`config.mk`:
```
export PLATFORM = sky130hd
export DESIGN_NAME = ica_conv_check
export DESIGN_NICKNAME = d
export VERILOG_FILES = /design/src/rtl/ica_pkg.sv /design/src/rtl/ica_dot_mac.sv /design/src/rtl/ica_conv_check.sv
export SDC_FILE = /design/constraint.sdc
export NUM_CORES = 2
export LEC_CHECK = 0
export ABC_AREA = 1
export BUFFER_PORTS_ARGS = -buffer_cell sky130_fd_sc_hd__buf_4
export CORE_UTILIZATION = 55
export DETAILED_ROUTE_END_ITERATION = 10
export GPL_TIMING_DRIVEN = 0
export HOLD_SLACK_MARGIN = 0.02
export PLACE_DENSITY = 0.78
export REMOVE_ABC_BUFFERS = 1
export SLEW_MARGIN = 20
export SYNTH_ARGS = -nofsm -noshare
export SYNTH_HDL_FRONTEND = slang
export SYNTH_SLANG_ARGS = --single-unit
export TNS_END_PERCENT = 5
```
`constraint.sdc`:
```
create_clock -name clk -period 10.2 [get_ports clk]
set_clock_uncertainty 0.05 [all_clocks]
set_input_delay 2.04 -clock clk [delete_from_list [all_inputs] [get_ports clk]]
set_output_delay 2.04 -clock clk [all_outputs]
set_load 0.02 [all_outputs]
```
`src/rtl/ica_pkg.sv`:
```
// Shared definitions for the FastICA convergence checker: fixed-point format,
// sequencer states and the saturation helper.
package ica_pkg;

    localparam int FRAC_BITS = 20;
    localparam int ONE_Q     = 1 << FRAC_BITS;

    typedef enum logic [1:0] {
        IDLE = 2'd0,
        MAC  = 2'd1,
        CMP  = 2'd2,
        HALT = 2'd3
    } state_t;

    // Clamp symmetrically to +/-(2^(width-1)-1) so the magnitude never overflows.
    function automatic logic signed [63:0] saturate(input logic signed [127:0] v,
                                                    input int                  width);
        logic signed [127:0] lim;
        lim = (128'sd1 <<< (width - 1)) - 128'sd1;
        if (v > lim) begin
            return 64'(lim);
        end else if (v < -lim) begin
            return 64'(-lim);
        end
        return 64'(v);
    endfunction

endpackage

```
`src/rtl/ica_dot_mac.sv`:
```
// Serial signed multiply-accumulate: one element product per enabled cycle
// into a widened accumulator that cannot overflow over a full vector.
module ica_dot_mac #(
    parameter int DATA_WIDTH = 32,
    parameter int ACC_WIDTH  = 67
) (
    input  logic                         clk,
    input  logic                         nreset,
    input  logic                         clear,
    input  logic                         en,
    input  logic signed [DATA_WIDTH-1:0] a,
    input  logic signed [DATA_WIDTH-1:0] b,
    output logic signed [ACC_WIDTH-1:0]  acc
);

    logic signed [2*DATA_WIDTH-1:0] w_a_ext;
    logic signed [2*DATA_WIDTH-1:0] w_b_ext;
    logic signed [2*DATA_WIDTH-1:0] w_prod;
    logic signed [ACC_WIDTH-1:0]    r_acc;

    assign w_a_ext = {{DATA_WIDTH{a[DATA_WIDTH-1]}}, a};
    assign w_b_ext = {{DATA_WIDTH{b[DATA_WIDTH-1]}}, b};
    assign w_prod  = w_a_ext * w_b_ext;

    always_ff @(posedge clk or negedge nreset) begin
        if (!nreset) begin
            r_acc <= '0;
        end else if (clear) begin
            r_acc <= '0;
        end else if (en) begin
            r_acc <= r_acc + ACC_WIDTH'(w_prod);
        end
    end

    assign acc = r_acc;

endmodule

```
`src/rtl/ica_conv_check.sv`:
```
// FastICA convergence check: dot product of each new weight vector with the
// previous one, flagging convergence or iteration timeout.
module ica_conv_check
    import ica_pkg::*;
#(
    parameter int DIMENSIONS = 5,
    parameter int DATA_WIDTH = 32,
    parameter int EPS        = 1049,
    parameter int MAX_ITER   = 64,
    parameter int ITER_WIDTH = 8
) (
    input  logic                             clk,
    input  logic                             nreset,
    input  logic                             iter_clear,
    input  logic                             w_vld,
    input  logic [DIMENSIONS*DATA_WIDTH-1:0] w_in,
    output logic                             busy,
    output logic                             result_vld,
    output logic                             converged,
    output logic                             timeout,
    output logic [DATA_WIDTH-1:0]            dot_out,
    output logic [ITER_WIDTH-1:0]            iter_count,
    output logic [DIMENSIONS*DATA_WIDTH-1:0] w_final
);

    localparam int VEC_W = DIMENSIONS * DATA_WIDTH;
    localparam int ACC_W = 2 * DATA_WIDTH + $clog2(DIMENSIONS);
    localparam int IDX_W = (DIMENSIONS > 1) ? $clog2(DIMENSIONS) : 1;
    localparam logic signed [DATA_WIDTH-1:0] THRESH = DATA_WIDTH'(ONE_Q - EPS);

    state_t                  r_state;
    state_t                  w_next_state;
    logic                    w_accept;
    logic [VEC_W-1:0]        r_w_new;
    logic [VEC_W-1:0]        r_w_old;
    logic [IDX_W-1:0]        r_idx;
    logic                    r_result_vld;
    logic                    r_converged;
    logic                    r_timeout;
    logic [DATA_WIDTH-1:0]   r_dot;
    logic [ITER_WIDTH-1:0]   r_iter;

    logic signed [ACC_W-1:0]      w_acc;
    logic signed [ACC_W-1:0]      w_acc_shift;
    logic signed [DATA_WIDTH-1:0] w_dot;
    logic signed [DATA_WIDTH-1:0] w_abs;
    logic                         w_hit;
    logic [ITER_WIDTH-1:0]        w_iter_next;
    logic                         w_last_iter;

    ica_dot_mac #(
        .DATA_WIDTH (DATA_WIDTH),
        .ACC_WIDTH  (ACC_W)
    ) u_mac (
        .clk    (clk),
        .nreset (nreset),
        .clear  (w_accept || iter_clear),
        .en     ((r_state == MAC) && !iter_clear),
        .a      (r_w_new[r_idx*DATA_WIDTH +: DATA_WIDTH]),
        .b      (r_w_old[r_idx*DATA_WIDTH +: DATA_WIDTH]),
        .acc    (w_acc)
    );

    // Truncate to Q.20 and saturate so the absolute value below is always representable.
    assign w_acc_shift = w_acc >>> FRAC_BITS;
    assign w_dot       = DATA_WIDTH'(saturate(128'(w_acc_shift), DATA_WIDTH));
    assign w_abs       = (w_dot < 0) ? -w_dot : w_dot;
    assign w_hit       = (w_abs >= THRESH);
    assign w_iter_next = r_iter + 1'b1;
    assign w_last_iter = (w_iter_next == ITER_WIDTH'(MAX_ITER));

    always_ff @(posedge clk or negedge nreset) begin
        if (!nreset) begin
            r_state <= IDLE;
        end else begin
            r_state <= w_next_state;
        end
    end

    always_comb begin
        w_next_state = r_state;
        w_accept     = 1'b0;
        unique case (r_state)
            IDLE: begin
                if (w_vld) begin
                    w_accept     = 1'b1;
                    w_next_state = MAC;
                end
            end
            MAC: begin
                if (r_idx == IDX_W'(DIMENSIONS - 1)) begin
                    w_next_state = CMP;
                end
            end
            CMP: begin
                if (w_hit || w_last_iter) begin
                    w_next_state = HALT;
                end else begin
                    w_next_state = IDLE;
                end
            end
            HALT: begin
                w_next_state = HALT;
            end
        endcase
        if (iter_clear) begin
            w_accept     = 1'b0;
            w_next_state = IDLE;
        end
    end

    always_ff @(posedge clk or negedge nreset) begin
        if (!nreset) begin
            r_w_new      <= '0;
            r_w_old      <= '0;
            r_idx        <= '0;
            r_result_vld <= 1'b0;
            r_converged  <= 1'b0;
            r_timeout    <= 1'b0;
            r_dot        <= '0;
            r_iter       <= '0;
        end else if (iter_clear) begin
            r_w_old      <= '0;
            r_idx        <= '0;
            r_result_vld <= 1'b0;
            r_converged  <= 1'b0;
            r_timeout    <= 1'b0;
            r_dot        <= '0;
            r_iter       <= '0;
        end else begin
            r_result_vld <= 1'b0;
            if (w_accept) begin
                r_w_new <= w_in;
                r_idx   <= '0;
            end else if (r_state == MAC) begin
                r_idx <= r_idx + 1'b1;
            end
            if (r_state == CMP) begin
                r_dot        <= w_dot;
                r_iter       <= w_iter_next;
                r_w_old      <= r_w_new;
                r_result_vld <= 1'b1;
                if (w_hit) begin
                    r_converged <= 1'b1;
                end else if (w_last_iter) begin
                    r_timeout <= 1'b1;
                end
            end
        end
    end

    assign busy       = (r_state == MAC) || (r_state == CMP);
    assign result_vld = r_result_vld;
    assign converged  = r_converged;
    assign timeout    = r_timeout;
    assign dot_out    = r_dot;
    assign iter_count = r_iter;
    assign w_final    = r_w_old;

endmodule
```
==> results.json <==
{
  "async_reset_ff_frac": 1.00,
  "drv_slew": 0,
  "hold_path_depth": 2,
  "r2r-start": "r_idx[1]",
  "layout_common_cells": "inv_1 (2170), nand2_1 (1565), fa_1 (1237)",
  "p_sw_uw": 13200,
  "drv_cap": 0,
  "worstSetupPathType": "reg2reg",
  "die_area_um2": 114000,
  "syn_avg_cell_area_um2": 8.25,
  "tightest_slew_ns": 1.06,
  "routed_via_density": 5.58,
  "die_w_um": 337,
  "clock_sinks": 435,
  "yosys_warnings": 0,
  "clk_latency_ns": 0.68,
  "hpwl_um": 153000,
  "via_count": 51500,
  "grt_overflow": 0,
  "cts_tree": "built",
  "combPwrFrac": 0.809,
  "critPathBufInv": 11,
  "period_share": 0.982,
  "fin_util": 0.638,
  "syn_area_um2": 61800,
  "reg2reg_slack_ns": 0.18,
  "fin_ws_ns": 0.181,
  "gp_congestion": 1.03,
  "cts-buffers-inserted": 50,
  "slowest_delay_ns": 0.58,
  "max_freq_mhz": 99.8,
  "min_from": "u_mac.acc[52]",
  "slowest_stage": "fa_1",
  "critPathArrivalTime_ns": 10.51,
  "place_inst": 9096,
  "htreeDepth": 2,
  "cp.depth": 33,
  "critPathCaptureType": "flip-flop",
  "cpLargestDelayFamily": "adder cells",
  "p_seq_frac": 0.110,
  "dpl_cell_area_um2": 68600,
  "syn2layout_area_growth_pct": 14.6,
  "grt_pass1_vias": 55100,
  "drt-pass1-iter-count": 6,
  "drtIter0Drc": 4596,
  "swShare": 0.573,
  "peakVddDrop_mv": 0.226,
  "rsz0062_at_grt": "true",
  "start_util": 0.557,
  "nets": 9332,
  "portBuffers": 367,
  "drc": 0,
  "final_common_cell": "inv_1",
  "ant_nets": 0,
  "synthCells": 7491,
  "yosysTopAreaCell": "fa_1",
  "drive_gt1_frac": 0.0911,
  "post-place-ws_ns": -1.99,
  "io_pins": 368,
  "p_int_uw": 9830,
  "yosys.cell_types.count": 49,
  "synth_top_area_frac": 0.403,
  "grt_max_degree": 95,
  "reg2regPathDepth": 33,
  "grt_antenna_before_repair": 9,
  "p_leak_uw": 0.0393,
  "synth.area.top_cells": "fa_1 (40%), dfrtp_1 (18%), inv_1 (13%)",
  "stdcell_count": 9229,
  "min_period_ns": 10.02,
  "hold_viol_final": 0,
  "synth-seq-cells": 435,
  "n_fill_cell": 8794,
  "routedWlPerCell_um": 20.9,
  "startpoint": "r_idx[1]",
  "setup-violations-final": 0,
  "hold_buffers": 0,
  "worst-path-max-fanout": 39,
  "p_clk_frac": 0.081,
  "status": "completed",
  "power.density_nw_per_um2": 325,
  "clk_pin_slew_worst_paths_ns": 0.07,
  "coreArea_um2": 111000,
  "cts_buffer_depth": 3,
  "maxSlewHeadroom": 0.290,
  "totalWireLength_um": 193000,
  "hold_class": "reg2reg",
  "cp_common_cell": "fa_1",
  "synth_ff_type": "dfrtp_1",
  "fin_area_um2": 70800,
  "grt_use_total": 0.347,
  "grt_pass1_wl_um": 304000,
  "crit_required_ns": 10.69,
  "ys_seq_area_frac": 0.176,
  "start_kind": "flip-flop",
  "root_buffer": "clkbuf_16",
  "die_h_um": 337,
  "synth_edf_count": 0,
  "fp-row-count": 122
}
-- worst paths after layout --
path | end
worst max-delay path | u_mac.acc[42]
worst min-delay path | u_mac.acc[52]
worst max register to register | u_mac.acc[42]
worst min register to register | u_mac.acc[52]
max in group asynchronous | r_idx[0]
min in group asynchronous | r_w_new[115]
-- metal layers --
layer	wire length [um]	track usage	up-vias
li1	-	-	22200
met1	70000	0.438	25600
met2	89300	0.556	2972
met3	21300	0.0864	764
met4	12100	0.178	4
met5	33	0	-
-- logic make-up (layout without fill, tap and decap cells) --
family	after synthesis	after routing	share of synthesized area
adders and majority gates	1475	1475	0.450
AOI/OAI and AO/OA	1039	1039	0.0906
xor gates and xnor gates	30	30	0.00425
DFF	435	435	0.176
and+or+nand+nor	1975	1975	0.125
buffers and inverters	2537	2778	0.155
other	0	9	0
-- registers in the layout, indices dropped and copies added, names as in the netlist --
signal,count
r_idx,3
w_final,160
r_state,2
timeout,1
result_vld,1
converged,1
u_mac.acc,67
dot_out,32
iter_count,8
r_w_new,160
-- power groups by stage --
stage / combinational (uW) / clock [uW] / sequential (uW)
CTS: 18400 / 1860 / 2500
global route: 20800 / 1940 / 2560
detailed placement: 18100 / 0 / 2530
global placement: 16600 / 0 / 2580
finish: 18600 / 1870 / 2520
floorplan: 11500 / 0 / 2640
-- layout make-up --
class | count | area, um^2 | area share
Timing Repair inverter | 1 | 8.76 | 0.000124
Antenna cell | 9 | 22.5 | 0.000318
Tap cell | 1488 | 1860 | 0.0263
Multi-Input combinational cell | 4519 | 42200 | 0.596
Inverter | 2186 | 8260 | 0.117
Clock inverter | 20 | 259 | 0.00366
Sequential cell | 435 | 10900 | 0.154
Clock buffer | 71 | 1420 | 0.0200
Timing Repair Buffer | 500 | 5890 | 0.0832
-- worst register-to-register path: cells and delay by family (launching register included) --
family,cells,cell delay (ns)
compound gates,9,2.52
fa+ha+maj,9,4.49
buf+inv,11,1.77
flops,1,0.53
simple gates,4,0.56
-- synthesized netlist by cell type (19+ instances only) --
| cell type | number |
|---|---|
| inv_1 | 2180 |
| nand4_1 | 20 |
| a31oi_1 | 19 |
| a21oi_1 | 264 |
| nand3_1 | 131 |
| ha_1 | 232 |
| o22ai_1 | 127 |
| fa_1 | 1243 |
| nand2_1 | 1569 |
| xor2_1 | 21 |
| o21ai_1 | 64 |
| dfrtp_1 | 435 |
| nor2_1 | 218 |
| clkbuf_1 | 326 |
| o21ai_0 | 499 |
-- timing repair --
item                       4_1_cts  5_1_grt
setup endpoints to repair       34       28
pin swaps                        7        6
gates resized for setup         17       11
gates cloned                     3        5
buffers inserted                12       13
-- per-stage QoR --
stage	setup TNS, ns	hold WS, ns	power (uW)
6_report	0	0.437	23000
5_1_grt	-0.0105	0.458	25300
2_1_floorplan	-346.63	0.399	14200
3_5_place_dp	-21.42	0.422	20600
4_1_cts	0	0.436	22700
3_3_place_gp	-2059.82	0.421	19200
Note: power is estimated with default switching activity, not from simulation.
